===== src/rtl/id_stage_pkg.sv =====
// Shared ISA definitions for the decode stage: widths, opcodes, run state,
// register-writer classification and the ID->EX payload.
package id_stage_pkg;

   localparam int unsigned DW  = 16;
   localparam int unsigned RN  = 8;
   localparam int unsigned OPW = 5;
   localparam int unsigned RW  = 3;

   localparam logic EXEC = 1'b1;

   localparam logic [OPW-1:0] OP_NOP   = 5'd0;
   localparam logic [OPW-1:0] OP_HALT  = 5'd1;
   localparam logic [OPW-1:0] OP_LOAD  = 5'd2;
   localparam logic [OPW-1:0] OP_STORE = 5'd3;
   localparam logic [OPW-1:0] OP_MOVI  = 5'd4;
   localparam logic [OPW-1:0] OP_ADD   = 5'd8;
   localparam logic [OPW-1:0] OP_ADDI  = 5'd9;
   localparam logic [OPW-1:0] OP_ADDC  = 5'd10;
   localparam logic [OPW-1:0] OP_SUB   = 5'd11;
   localparam logic [OPW-1:0] OP_SUBI  = 5'd12;
   localparam logic [OPW-1:0] OP_SUBC  = 5'd13;
   localparam logic [OPW-1:0] OP_CMP   = 5'd14;
   localparam logic [OPW-1:0] OP_AND   = 5'd15;
   localparam logic [OPW-1:0] OP_OR    = 5'd16;
   localparam logic [OPW-1:0] OP_XOR   = 5'd17;
   localparam logic [OPW-1:0] OP_SHL   = 5'd18;
   localparam logic [OPW-1:0] OP_SHR   = 5'd19;
   localparam logic [OPW-1:0] OP_CAL   = 5'd20;
   localparam logic [OPW-1:0] OP_CAR   = 5'd21;
   localparam logic [OPW-1:0] OP_JUMP  = 5'd24;
   localparam logic [OPW-1:0] OP_BZ    = 5'd25;
   localparam logic [OPW-1:0] OP_BNZ   = 5'd26;
   localparam logic [OPW-1:0] OP_BN    = 5'd27;
   localparam logic [OPW-1:0] OP_BNN   = 5'd28;
   localparam logic [OPW-1:0] OP_BC    = 5'd29;
   localparam logic [OPW-1:0] OP_BNC   = 5'd30;

   // Payload registered from ID into EX.
   typedef struct packed {
      logic [DW-1:0] ir;
      logic [DW-1:0] a;
      logic [DW-1:0] b;
      logic [DW-1:0] smdr;
   } id_ex_t;

   // True for instructions that write gr[r1]; also used by fetch hazard logic.
   function automatic logic writes_reg(input logic [OPW-1:0] op);
      case (op)
         OP_ADD, OP_ADDC, OP_SUB, OP_SUBC, OP_AND, OP_OR, OP_XOR,
         OP_SHL, OP_SHR, OP_CAL, OP_CAR, OP_ADDI, OP_SUBI, OP_MOVI,
         OP_LOAD:  writes_reg = 1'b1;
         default:  writes_reg = 1'b0;
      endcase
   endfunction

endpackage


===== src/rtl/id_regfile.sv =====
// 8x16 general register file.
// Ports: clock/reset (async active-low clear); state gates the single write
// port (wr_en/wr_addr/wr_data); two combinational operand read ports
// (rd_addr_a/b -> rd_data_a_c/b_c) and a debug read port (dbg_sel -> dbg_data).
module id_regfile
   import id_stage_pkg::*;
(
   input  logic          clock,
   input  logic          reset,
   input  logic          state,
   input  logic          wr_en,
   input  logic [RW-1:0] wr_addr,
   input  logic [DW-1:0] wr_data,
   input  logic [RW-1:0] rd_addr_a,
   input  logic [RW-1:0] rd_addr_b,
   output logic [DW-1:0] rd_data_a_c,
   output logic [DW-1:0] rd_data_b_c,
   input  logic [RW-1:0] dbg_sel,
   output logic [DW-1:0] dbg_data
);

   logic [DW-1:0] gr [RN];

   // Write port: only while the CPU is executing.
   always_ff @(posedge clock or negedge reset) begin
      if (!reset) begin
         for (int i = 0; i < int'(RN); i++) gr[i] <= '0;
      end else if (state == EXEC && wr_en) begin
         gr[wr_addr] <= wr_data;
      end
   end

   assign rd_data_a_c = gr[rd_addr_a];
   assign rd_data_b_c = gr[rd_addr_b];
   assign dbg_data    = gr[dbg_sel];

endmodule


===== src/rtl/id_stage.sv =====
// Decode / operand-fetch stage: decodes id_ir, reads the register file with
// EX/MEM/WB forwarding and registers ex_ir, reg_A, reg_B, smdr into EX.
// Ports: clock, reset (async active-low), state (advance on EXEC), id_ir,
// jump (flush), ex_ir_fb/alu_out, mem_ir/reg_C, wb_ir/reg_C1 (forward sources,
// WB also writes the register file), dbg_sel/dbg_data (raw register view).
module id_stage
   import id_stage_pkg::*;
(
   input  logic          clock,
   input  logic          reset,
   input  logic          state,
   input  logic [DW-1:0] id_ir,
   input  logic          jump,
   input  logic [DW-1:0] ex_ir_fb,
   input  logic [DW-1:0] alu_out,
   input  logic [DW-1:0] mem_ir,
   input  logic [DW-1:0] reg_C,
   input  logic [DW-1:0] wb_ir,
   input  logic [DW-1:0] reg_C1,
   input  logic [RW-1:0] dbg_sel,
   output logic [DW-1:0] ex_ir,
   output logic [DW-1:0] reg_A,
   output logic [DW-1:0] reg_B,
   output logic [DW-1:0] smdr,
   output logic [DW-1:0] dbg_data
);

   logic [OPW-1:0] op;
   logic [RW-1:0]  r1, r2, r3;
   logic [RW-1:0]  addr_a, addr_b;
   logic [DW-1:0]  gr_a_c, gr_b_c, src_a_c, src_b_c;
   logic           wb_wr;
   id_ex_t         nxt, q;
   logic           unused_ir_bits;

   assign op = id_ir[15:11];
   assign r1 = id_ir[10:8];
   assign r2 = id_ir[6:4];
   assign r3 = id_ir[2:0];

   assign wb_wr = writes_reg(wb_ir[15:11]);

   // Only the opcode and r1 of downstream instructions matter here.
   assign unused_ir_bits = ^{ex_ir_fb[7:0], mem_ir[7:0], wb_ir[7:0]};

   // Port A reads r1 for ADDI/SUBI/branches, else r2; port B reads r3 for
   // R-type ALU ops, else r1 (STORE data).
   always_comb begin
      addr_a = r2;
      addr_b = r1;
      case (op)
         OP_ADDI, OP_SUBI, OP_BZ, OP_BNZ, OP_BN, OP_BNN, OP_BC, OP_BNC:
            addr_a = r1;
         OP_ADD, OP_ADDC, OP_SUB, OP_SUBC, OP_CMP, OP_AND, OP_OR, OP_XOR:
            addr_b = r3;
         default: ;
      endcase
   end

   id_regfile u_regfile (
      .clock       (clock),
      .reset       (reset),
      .state       (state),
      .wr_en       (wb_wr),
      .wr_addr     (wb_ir[10:8]),
      .wr_data     (reg_C1),
      .rd_addr_a   (addr_a),
      .rd_addr_b   (addr_b),
      .rd_data_a_c (gr_a_c),
      .rd_data_b_c (gr_b_c),
      .dbg_sel     (dbg_sel),
      .dbg_data    (dbg_data)
   );

   // Youngest writer wins; an EX-stage LOAD has no data yet and is skipped.
   function automatic logic [DW-1:0] fwd(
      input logic [RW-1:0] n,    input logic [DW-1:0] gv,
      input logic [DW-1:0] exi,  input logic [DW-1:0] exd,
      input logic [DW-1:0] memi, input logic [DW-1:0] memd,
      input logic [DW-1:0] wbi,  input logic [DW-1:0] wbd);
      if (writes_reg(exi[15:11]) && exi[15:11] != OP_LOAD && exi[10:8] == n)
         fwd = exd;
      else if (writes_reg(memi[15:11]) && memi[10:8] == n)
         fwd = memd;
      else if (writes_reg(wbi[15:11]) && wbi[10:8] == n)
         fwd = wbd;
      else
         fwd = gv;
   endfunction

   assign src_a_c = fwd(addr_a, gr_a_c, ex_ir_fb, alu_out, mem_ir, reg_C, wb_ir, reg_C1);
   assign src_b_c = fwd(addr_b, gr_b_c, ex_ir_fb, alu_out, mem_ir, reg_C, wb_ir, reg_C1);

   // Operand selection by opcode class.
   always_comb begin
      nxt    = '0;
      nxt.ir = id_ir;
      case (op)
         OP_ADD, OP_ADDC, OP_SUB, OP_SUBC, OP_CMP, OP_AND, OP_OR, OP_XOR: begin
            nxt.a = src_a_c;
            nxt.b = src_b_c;
         end
         OP_SHL, OP_SHR, OP_CAL, OP_CAR, OP_LOAD: begin
            nxt.a = src_a_c;
            nxt.b = DW'({12'b0, id_ir[3:0]});
         end
         OP_STORE: begin
            nxt.a    = src_a_c;
            nxt.b    = DW'({12'b0, id_ir[3:0]});
            nxt.smdr = src_b_c;
         end
         OP_ADDI, OP_SUBI, OP_BZ, OP_BNZ, OP_BN, OP_BNN, OP_BC, OP_BNC: begin
            nxt.a = src_a_c;
            nxt.b = DW'({8'b0, id_ir[7:0]});
         end
         OP_MOVI:
            nxt.b = DW'({8'b0, id_ir[7:0]});
         default: ;
      endcase
   end

   // ID/EX pipeline register; flush beats a normal load.
   always_ff @(posedge clock or negedge reset) begin
      if (!reset)
         q <= '0;
      else if (state == EXEC)
         q <= jump ? '0 : nxt;
   end

   assign ex_ir = q.ir;
   assign reg_A = q.a;
   assign reg_B = q.b;
   assign smdr  = q.smdr;

endmodule


===== config.mk =====
export PLATFORM = sky130hd
export DESIGN_NAME = id_stage
export DESIGN_NICKNAME = d
export VERILOG_FILES = /design/src/rtl/id_stage_pkg.sv /design/src/rtl/id_regfile.sv /design/src/rtl/id_stage.sv
export SDC_FILE = /design/constraint.sdc
export NUM_CORES = 1
export LEC_CHECK = 0
export CAP_MARGIN = 0
export CORE_ASPECT_RATIO = 0.7
export CORE_MARGIN = 3
export CORE_UTILIZATION = 50
export DETAILED_ROUTE_END_ITERATION = 10
export PLACE_DENSITY = 0.75
export SYNTH_ARGS = -nofsm -noshare
export SYNTH_HDL_FRONTEND = slang
export SYNTH_HIERARCHICAL = 1
export SYNTH_SLANG_ARGS = --single-unit

===== constraint.sdc =====
create_clock -name clock -period 2.3 [get_ports clock]
set_input_delay 0.46 -clock clock [delete_from_list [all_inputs] [get_ports clock]]
set_output_delay 0.46 -clock clock [all_outputs]
set_load 0.02 [all_outputs]

-- Word level (Yosys, flattened, before mapping)
Memory sizes are Yosys's and may differ from the RTL's.
Index checks and enable logic that the tools add are counted.
W data, S select, Z words.
- bits in latches: 0
- memories: 7
- logic and storage cells: 103
- memory bits (read-only): 224
- register bits after elaboration: 192
- RAM bits: 0
- bitwise operators: 4
- add/sub/neg operators: 0
- multiplexer cells: 30
- multiply operators: 0
- divide/modulo/power cells: 0
- reductions and logical operators: 15
- eq/ne operators: 30
- magnitude comparators: 5
- shift operators: 0
- memories (name ; words ; width ; rd ports ; clocked after Yosys merged registers in ; write ports ; line ; RTL):
    (name not given) ; 32 ; 1 ; 1 ; 0 ; 0 ; id_stage_pkg.sv:49 ; case (op)
    (name not given) ; 32 ; 1 ; 1 ; 0 ; 0 ; id_stage_pkg.sv:49 ;
    (name not given) ; 32 ; 1 ; 1 ; 0 ; 0 ; id_stage_pkg.sv:49 ;
    (name not given) ; 32 ; 1 ; 1 ; 0 ; 0 ; id_stage_pkg.sv:49 ;
    (name not given) ; 32 ; 1 ; 1 ; 0 ; 0 ; id_stage_pkg.sv:49 ;
    (name not given) ; 32 ; 1 ; 1 ; 0 ; 0 ; id_stage_pkg.sv:49 ;
    +1 memories ; n/a ; n/a ; n/a ; n/a ; n/a ; n/a ;
- operator list (kind ; number):
    $mux W16 ; 15
    $bmux W16 S3 ; 3
    $bwmux W128 ; 1
    $mux W64 ; 1
    $eq A5 B5 Y1 const B ; 12
    $demux W16 S3 ; 1
    $pmux W16 S3 ; 1
    $eq A5 B4 Y1 const B ; 8
    $reduce_or A22 Y1 ; 1
    $eq A3 B3 Y1 ; 6
    $ge A4 B4 Y1 const B ; 4
    $not A3 Y4 ; 4
    $reduce_or A8 Y1 ; 2
    $eq A5 B2 Y1 const B ; 2
    $logic_and A1 B1 Y1 ; 10
    $reduce_or A9 Y1 ; 1
    $mux W1 ; 6
    $mux W3 ; 2
    $reduce_or A6 Y1 ; 1
    $eq A5 B3 Y1 const B ; 1
    $ne A5 B2 Y1 const B ; 1
    $lt A4 B1 Y1 const B ; 1

-- Depth between registers and ports, before layout
Gate-level depths: netlist (run 1).
- word-level depth: 15
- mapped depth: 12

-- By module
The synthesis (run 1) kept the hierarchy.
- by module, submodules not included (module ; area an instance (um^2) ; times used ; cells each):
    id_regfile ; 7684.9 ; 1 ; 450
    id_stage ; 4677.0 ; 1 ; 552

-- Worst setup path after synthesis (run 1)
OpenSTA, ideal clock, no wires.
- path kind: input to register
- start: input id_ir[11]
- end: register q, in the netlist reg_A[10]
- arrival: 3.131 ns
- path slack: -0.957 ns
- stages on the path: 12
- library setup time: 0.126 ns
- path through: buf_2 > or3_4 > o211ai_2 > o21ai_0 > nand2_1 > buf_2 > buf_2 > mux4_2 > mux2_2 > nor3_1 > mux2i_1 > a221o_1
- cells in the longest elaborated chain, start to end: 12
- RTL lines (item ; line ; RTL):
    from (decl) ; id_stage.sv:12 ; input logic [DW-1:0] id_ir,
    $eq A5 B4 Y1 or $eq A5 B5 Y1 (tied branches) ; id_stage.sv:51 ; case (op)
    $reduce_or A8 Y1 (*) ; n/a ;
    $mux W3 (*) ; id_stage.sv:51 ;
    via addr_a[0] ; id_stage.sv:30 ; logic [RW-1:0] addr_a, addr_b;
    $not A3 Y4 (implied by the code) (*) ; id_regfile.sv:33 ; assign rd_data_a_c = gr[rd_addr_a];
    $bmux W16 S3 (*) ; id_regfile.sv:33 ;
    $mux W16 (implied by the code) (*) (2 in a row) ; id_regfile.sv:33 ;
    via gr_a_c[10] ; id_stage.sv:31 ; logic [DW-1:0] gr_a_c, gr_b_c, src_a_c, src_b_c;
    $mux W16 (*) ; id_stage.sv:85 ; else if (writes_reg(wbi[15:11]) && wbi[10:8] == n)
    $mux W16 (*) ; id_stage.sv:83 ; else if (writes_reg(memi[15:11]) && memi[10:8] == n)
    $mux W16 (*) ; id_stage.sv:81 ; if (writes_reg(exi[15:11]) && exi[15:11] != OP_LOAD && exi[10:8] == n)
    $mux W16 (*) ; id_stage.sv:98 ; case (op)
    $mux W64 (*) ; id_stage.sv:127 ; q <= jump ? '0 : nxt;
    to (signal assigned) ; id_stage.sv:127 ;
    to (decl) ; id_stage.sv:33 ; id_ex_t nxt, q;
Mark *: on every way through the listed nets, which the timed path passes. The rest lies on a longest branch. The select of a mux whose other input is x is not followed.
A chain may end at the register's enable or synchronous reset.

-- Worst setup path after layout (run 1)
- start: input id_ir[13]
- end: register q, in the netlist reg_A[3]
The elaborated chain is that of the path after synthesis.

==> results of run 1 <==
==> stage by stage <==
| step | worst slack, ps | setup TNS (ps) | hold slack, ps | util (%) |
|---|---|---|---|---|
| detailed placement | -1460 | -102510 | 439 | 66.5 |
| finish | -515 | -18030 | 489 | 75.6 |
| floorplan | -613 | -26670 | 164 | - |
| global route | -548 | -20380 | 473 | 75.6 |
| CTS | -417 | -15880 | 473 | 73.4 |
| global placement | -1350 | -92290 | 439 | 66.5 |
==> layout make-up <==
cell class,instances,area [sq um]
Inverter,22,82.6
Timing Repair Buffer,419,4390
Tap cell,318,398
Multi-Input combinational cell,703,7890
Fill cell,1461,5860
Sequential cell,192,4810
Clock inverter,13,126
Clock buffer,19,443
==> cell families after synthesis <==
group           after synthesis
flops                       192
compound gates              202
mux                         285
simple gates                201
buf+inv                     107
xor+xnor                     15
==> worst max-delay path: stages <==
cell      delay (ps)
buf_8            100
buf_6            110
or3_4            420
o211ai_4         130
o21ai_4           90
nand2_4          110
buf_12           120
buf_12           130
mux4_2           540
mux2_4           290
nor3_4           180
mux2i_4          130
a221o_1          320
==> routing by layer <==
metal	GRT usage, %	routed length [microns]
met5	2.96	13
met4	11.3	1750
met3	13.4	6730
met2	51.1	21500
met1	47.9	18900
==> flip-flops by register name (all words and copies together) (netlist names) <==
name          cells
u_regfile/gr    128
smdr             16
ex_ir            16
reg_A            16
reg_B            16
==> placed cells by master (no fill, tap or decap), drive strengths merged, types with 8 or more instances in the layout <==
cell | synthesis | layout
a21o | 8 | 8
o31ai | 36 | 36
inv | 22 | 28
a211oi | 20 | 20
o21a | 11 | 11
a32oi | 26 | 26
mux4 | 97 | 97
buf | 42 | 265
nand3 | 25 | 25
a21oi | 18 | 18
nand3b | 12 | 12
or3 | 10 | 10
clkdlybuf4s50 | 0 | 146
dfrtp | 192 | 192
xnor2 | 11 | 11
nand2 | 32 | 32
a221o | 11 | 11
mux2 | 176 | 176
clkbuf | 43 | 22
nor3 | 44 | 44
o21ai | 25 | 25
nor2b | 17 | 17
nand2b | 11 | 11
o311ai | 8 | 8
nor2 | 31 | 31
a21boi | 17 | 17
mux2i | 12 | 12
==> worst paths after layout <==
kind                                     to              from  slack, ps  cells past startpoint
max                                reg_A[3]         id_ir[13]       -510                     13
min                                ex_ir[0]          id_ir[0]        490                      4
max reg2reg                        reg_B[5]  u_regfile/gr[21]        180                      7
min reg2reg                        ex_ir[3]          ex_ir[3]        490                      2
max in group asynchronous  u_regfile/gr[67]             reset       1010                      3
min in group asynchronous          ex_ir[1]             reset        520                      2
==> power groups by stage <==
stage | Combinational [W] | Sequential (W) | Clock [W]
floorplan | 0.00297 | 0.00467 | 0
global placement | 0.00480 | 0.00474 | 0
detailed placement | 0.00490 | 0.00480 | 0
CTS | 0.00552 | 0.00471 | 0.00297
global route | 0.00625 | 0.00484 | 0.00313
finish | 0.00602 | 0.00478 | 0.00297
==> repair_timing <==
| item | in CTS | in global routing |
|---|---|---|
| hold buffers | 1 | 0 |
| endpoints found under the hold margin | 48 | 0 |
| endpoints found under the setup margin | 64 | 53 |
| buffers inserted | 51 | 32 |
| cloned | 8 | 2 |
| pin swaps | 41 | 35 |
| gates resized for setup | 227 | 90 |
==> impl_metrics.env, run 1 <==
export IMPL_status="finished, violations left"
export IMPL_failed_checks="negative setup slack"
export IMPL_hold_viol=0
export IMPL_routedWlPerCell_microns=29.0
export IMPL_yosysTopAreaCell="dfrtp_1"
export IMPL_dpl_instance_area_sq_um=15900
export IMPL_worst_ep_required_time_ps=2630
export IMPL_layout_drive_gt1_share_pct=50.4
export IMPL_drtIter0Drc=1831
export IMPL_fin_crit_sh_pct=122
export IMPL_die_y_microns=138
export IMPL_initial_core_util_pct=51.5
export IMPL_grt_pass1_vias=11257
export IMPL_port_buffers=174
export IMPL_fmax_ghz=0.355
export IMPL_power_switching_fraction_pct=34.0
export IMPL_cts_tree="yes"
export IMPL_hpwl_microns=30900
export IMPL_synth_compound_area_share_pct=12.3
export IMPL_grt_overflow=0
export IMPL_yosys_area_share_simple_pct=8.79
export IMPL_grt_usage_pct=34.8
export IMPL_period_minus_slack_ps=2810
export IMPL_num_antenna_cells=0
export IMPL_synth_warnings=6
export IMPL_crit_arrival_ps=3140
export IMPL_root_buffer="clkbuf_16"
export IMPL_synthArstFlopShare_pct=100
export IMPL_grt_pass1_wl_microns=69500
export IMPL_switching_power_w=0.00468
export IMPL_synth_mux_area_share_pct=35.0
export IMPL_synthAdderAreaFrac_pct=0
export IMPL_p_leak_nw=7.64
export IMPL_yosysSeqAreaShare_pct=38.9
export IMPL_synth_top_area_share_pct=38.9
export IMPL_rows=47
export IMPL_synthTopCellsByCount="dfrtp_1, mux2_2, mux4_2, nor3_1, clkbuf_1"
export IMPL_fin_cells=1686
export IMPL_setup_ws_ps=-515
export IMPL_core_area_sq_um=24000
export IMPL_cts_clk_slew_worst_paths_ps=80
export IMPL_fp_dieW_microns=194
export IMPL_seqPwrFrac_pct=34.8
export IMPL_max_slew_margin_rel_pct=46.6
export IMPL_yosysMostFrequentCell="dfrtp_1"
export IMPL_syn_nets=1121
export IMPL_clk_path_buf_depth=2
export IMPL_firstDrtPassIters=6
export IMPL_ys_ff_latch=192
export IMPL_htreeDepth=4
export IMPL_drv_cap=0
export IMPL_via_per_inst=6.85
export IMPL_synth_xor_area_share_pct=1.06
export IMPL_ir_drop_v=0.000614
export IMPL_syn_inst=1002
export IMPL_hold_class="in2reg"
export IMPL_synth_top_family_by_area="multiplexers"
export IMPL_final_nets=1474
export IMPL_vias=11544
export IMPL_synth_area_per_cell_sq_um=12.3
export IMPL_io_pins=199
export IMPL_p_per_area_nw_per_um2=759
export IMPL_grt_max_degree=69
export IMPL_yosys_cell_types_count=63
export IMPL_final_area_sq_um=18100
export IMPL_antenna_left=0
export IMPL_cts_sinks=192
export IMPL_drc=0
export IMPL_power_w=0.0138
export IMPL_grt_setup_unrepaired="true"
export IMPL_crit_path_start_kind="input port"
export IMPL_synth_area_top_cells="dfrtp_1, mux4_2, mux2_2"
export IMPL_fin_skew_ps=11.6
export IMPL_p_clk_share_pct=21.5
export IMPL_ys_flop_type="dfrtp_1"
export IMPL_intPower_w=0.00908
export IMPL_dp_cells=1571
export IMPL_setup_viol=49
export IMPL_synthesis_area_sq_um=12400
export IMPL_drv_slew=0
export IMPL_end_kind="flip-flop"
export IMPL_clock_latency_ps=450
export IMPL_die_area_sq_um=26700
export IMPL_cts_buffers=17
export IMPL_critPathKind="in2reg"
export IMPL_gp_congestion=0.970
export IMPL_antenna_found_initial=2
export IMPL_routed_wl_microns=48900
export IMPL_tightest_slew_ps=795
export IMPL_power_frac_comb_pct=43.7
export IMPL_cp_max_fo=7
export IMPL_synth_edff_count=0
export IMPL_area_growth_syn_to_layout_pct=46.7
No activity file was read; power rests on OpenSTA's default activity.
==> run 2, diff against run 1 <==
GPL_TIMING_DRIVEN = 0   (was not set)
==> run 2 against run 1 <==
  * The run still ends with negative setup slack left
  * First-iteration DRC count rose by 5.1%
  * Count of clock-buffer cells in the layout up 3
  * Die area is the same
  * Cell area shrank 3.8%
  * Non-clock buffer count shrank 47
  * Largest cell class unchanged
==> impl_metrics.env, run 2 (synthesized netlist as in run 1, its figures left out) <==
export IMPL_failed_checks="negative setup slack"
export IMPL_cts_tree="yes"
export IMPL_cp_max_fo=7
export IMPL_p_leak_nw=7.33
export IMPL_crit_arrival_ps=3330
export IMPL_hold_depth=3
export IMPL_gp_congestion=0.968
export IMPL_initial_core_util_pct=51.5
export IMPL_num_antenna_cells=0
export IMPL_io_pins=199
export IMPL_antenna_found_initial=1
export IMPL_setup_tns_final_ps=-24830
export IMPL_final_common_cell="dfrtp_1"
export IMPL_path_cells="buf_8 > buf_6 > or3_4 > o211ai_4 > o21ai_2 > nand2_1 > buf_6 > buf_12 > mux4_2 > mux2_4 > nor3_4 > mux2i_1 > a221o_1"
export IMPL_die_y_microns=138
export IMPL_grt_setup_unrepaired="true"
export IMPL_clk_path_buf_depth=2
export IMPL_ir_drop_v=0.000669
export IMPL_drtIter0Drc=1924
export IMPL_final_nets=1427
export IMPL_utilization_pct=72.7
export IMPL_hold_end="ex_ir[11]"
export IMPL_setup_viol=51
export IMPL_tightest_slew_ps=863
export IMPL_port_buffers=165
export IMPL_firstDrtPassIters=8
export IMPL_routed_wl_microns=49600
export IMPL_cpMostUsedCell="buf_6"
export IMPL_cts_sinks=192
export IMPL_area_growth_syn_to_layout_pct=41.2
export IMPL_n_fill_cell=1524
export IMPL_most_common_layout_cells="dfrtp_1, clkdlybuf4s50_1, mux2_2, buf_4, mux4_2"
export IMPL_r2r_slack_ps=220
export IMPL_grt_overflow=0
export IMPL_reg2reg_to="reg_A[1]"
export IMPL_max_slew_margin_rel_pct=42.0
export IMPL_vias=11774
export IMPL_htreeDepth=4
export IMPL_critPathMaxStageDelay_ps=540
export IMPL_p_per_area_nw_per_um2=783
export IMPL_die_area_sq_um=26700
export IMPL_fin_skew_ps=21.7
export IMPL_hold_viol=0
export IMPL_grt_usage_pct=34.8
export IMPL_clock_latency_ps=460
export IMPL_hold_class="in2reg"
export IMPL_end_kind="flip-flop"
export IMPL_critPathKind="in2reg"
export IMPL_startpoint="id_ir[13]"
export IMPL_core_area_sq_um=24000
export IMPL_cts_clk_slew_worst_paths_ps=70
export IMPL_top_register="u_regfile/gr"
export IMPL_fin_crit_sh_pct=130
export IMPL_drv_slew=0
export IMPL_worst_ep_required_time_ps=2630
export IMPL_status="finished, violations left"
export IMPL_multi_input_area_sq_um=7960
export IMPL_dp_slack_ps=-2640
export IMPL_antenna_left=0
export IMPL_cp_slowest_cell="mux4_2"
export IMPL_reg2regPathDepth=6
export IMPL_r2r_start="u_regfile/gr[97]"
export IMPL_grt_max_degree=91
export IMPL_period_minus_slack_ps=3000
export IMPL_drv_cap=0
export IMPL_layout_drive_gt1_share_pct=46.5
export IMPL_routedWlPerCell_microns=30.3
export IMPL_cts_buffers=17
export IMPL_grt_pass1_wl_microns=69500
export IMPL_root_buffer="clkbuf_16"
export IMPL_hpwl_microns=31100
export IMPL_via_per_inst=7.19
export IMPL_seq_area_sq_um=4800
export IMPL_fp_dieW_microns=194
export IMPL_crit_path_start_kind="input port"
export IMPL_largest_register_ffs=128
export IMPL_grt_pass1_vias=11039
export IMPL_rows=47
export IMPL_hp_start="id_ir[11]"
export IMPL_drc=0
export IMPL_fmax_ghz=0.333
export IMPL_setup_ws_ps=-701
run 2: per-stage QoR:
step	hold WS (ps)	std cells	area (sq um)	power (W)
3_5_place_dp	327	1487	14700	0.00933
2_1_floorplan	164	1002	12600	0.00764
3_3_place_gp	471	1485	14700	0.00917
6_report	335	1638	17400	0.0137
5_1_grt	353	1638	17400	0.0141
4_1_cts	307	1578	16600	0.0129
run 2: how the worst max path moves through the flow:
stage,endpoint
after floorplan,reg_A[10]
after global routing,reg_A[3]
after global placement,u_regfile/gr[116]
final,reg_A[3]
after detailed placement,smdr[11]
after CTS,reg_A[3]
run 2: worst max-delay path: cells and delay by family:
kind                   cells  cell delay [ps]
multiplexers               3              980
AND/OR/NAND/NOR            3              740
AO/OA/AOI/OAI              3              600
buffers and inverters      4              560
run 2: layer usage:
metal  vias to the layer above  part of all wire (%)  GRT usage (%)
met5                         -                 0.026              0
met4                         2                   2.9           9.53
met3                       182                    14           11.2
met2                      1040                    44           50.9
met1                      5991                    40           50.4
li1                       4559                     -              -
run 2: final cells by class:
type / count / share of cell area (%)
tap: 318 / 2.28
clock inverter: 9 / 0.774
clock buffer: 22 / 2.60
multi-input combinational: 703 / 45.6
timing repair buffer: 291 / 16.4
buffer: 81 / 4.25
inverter: 22 / 0.488
sequential: 192 / 27.5
run 2: power by group:
group          switching, W  leakage, nW  internal (W)
combinational       0.00256         4.62       0.00320
clock               0.00136        0.276       0.00174
sequential         0.000719         2.43       0.00408
total               0.00465         7.33       0.00902
run 2: timing repair:
item                                    4_1_cts  5_1_grt
endpoints found under the setup margin      124       97
gates resized for setup                     280      104
pin swaps                                    34       53
hold endpoints to repair                     29        0
buffers inserted                             55       67
gates cloned                                  5        3
hold buffers                                  1        0
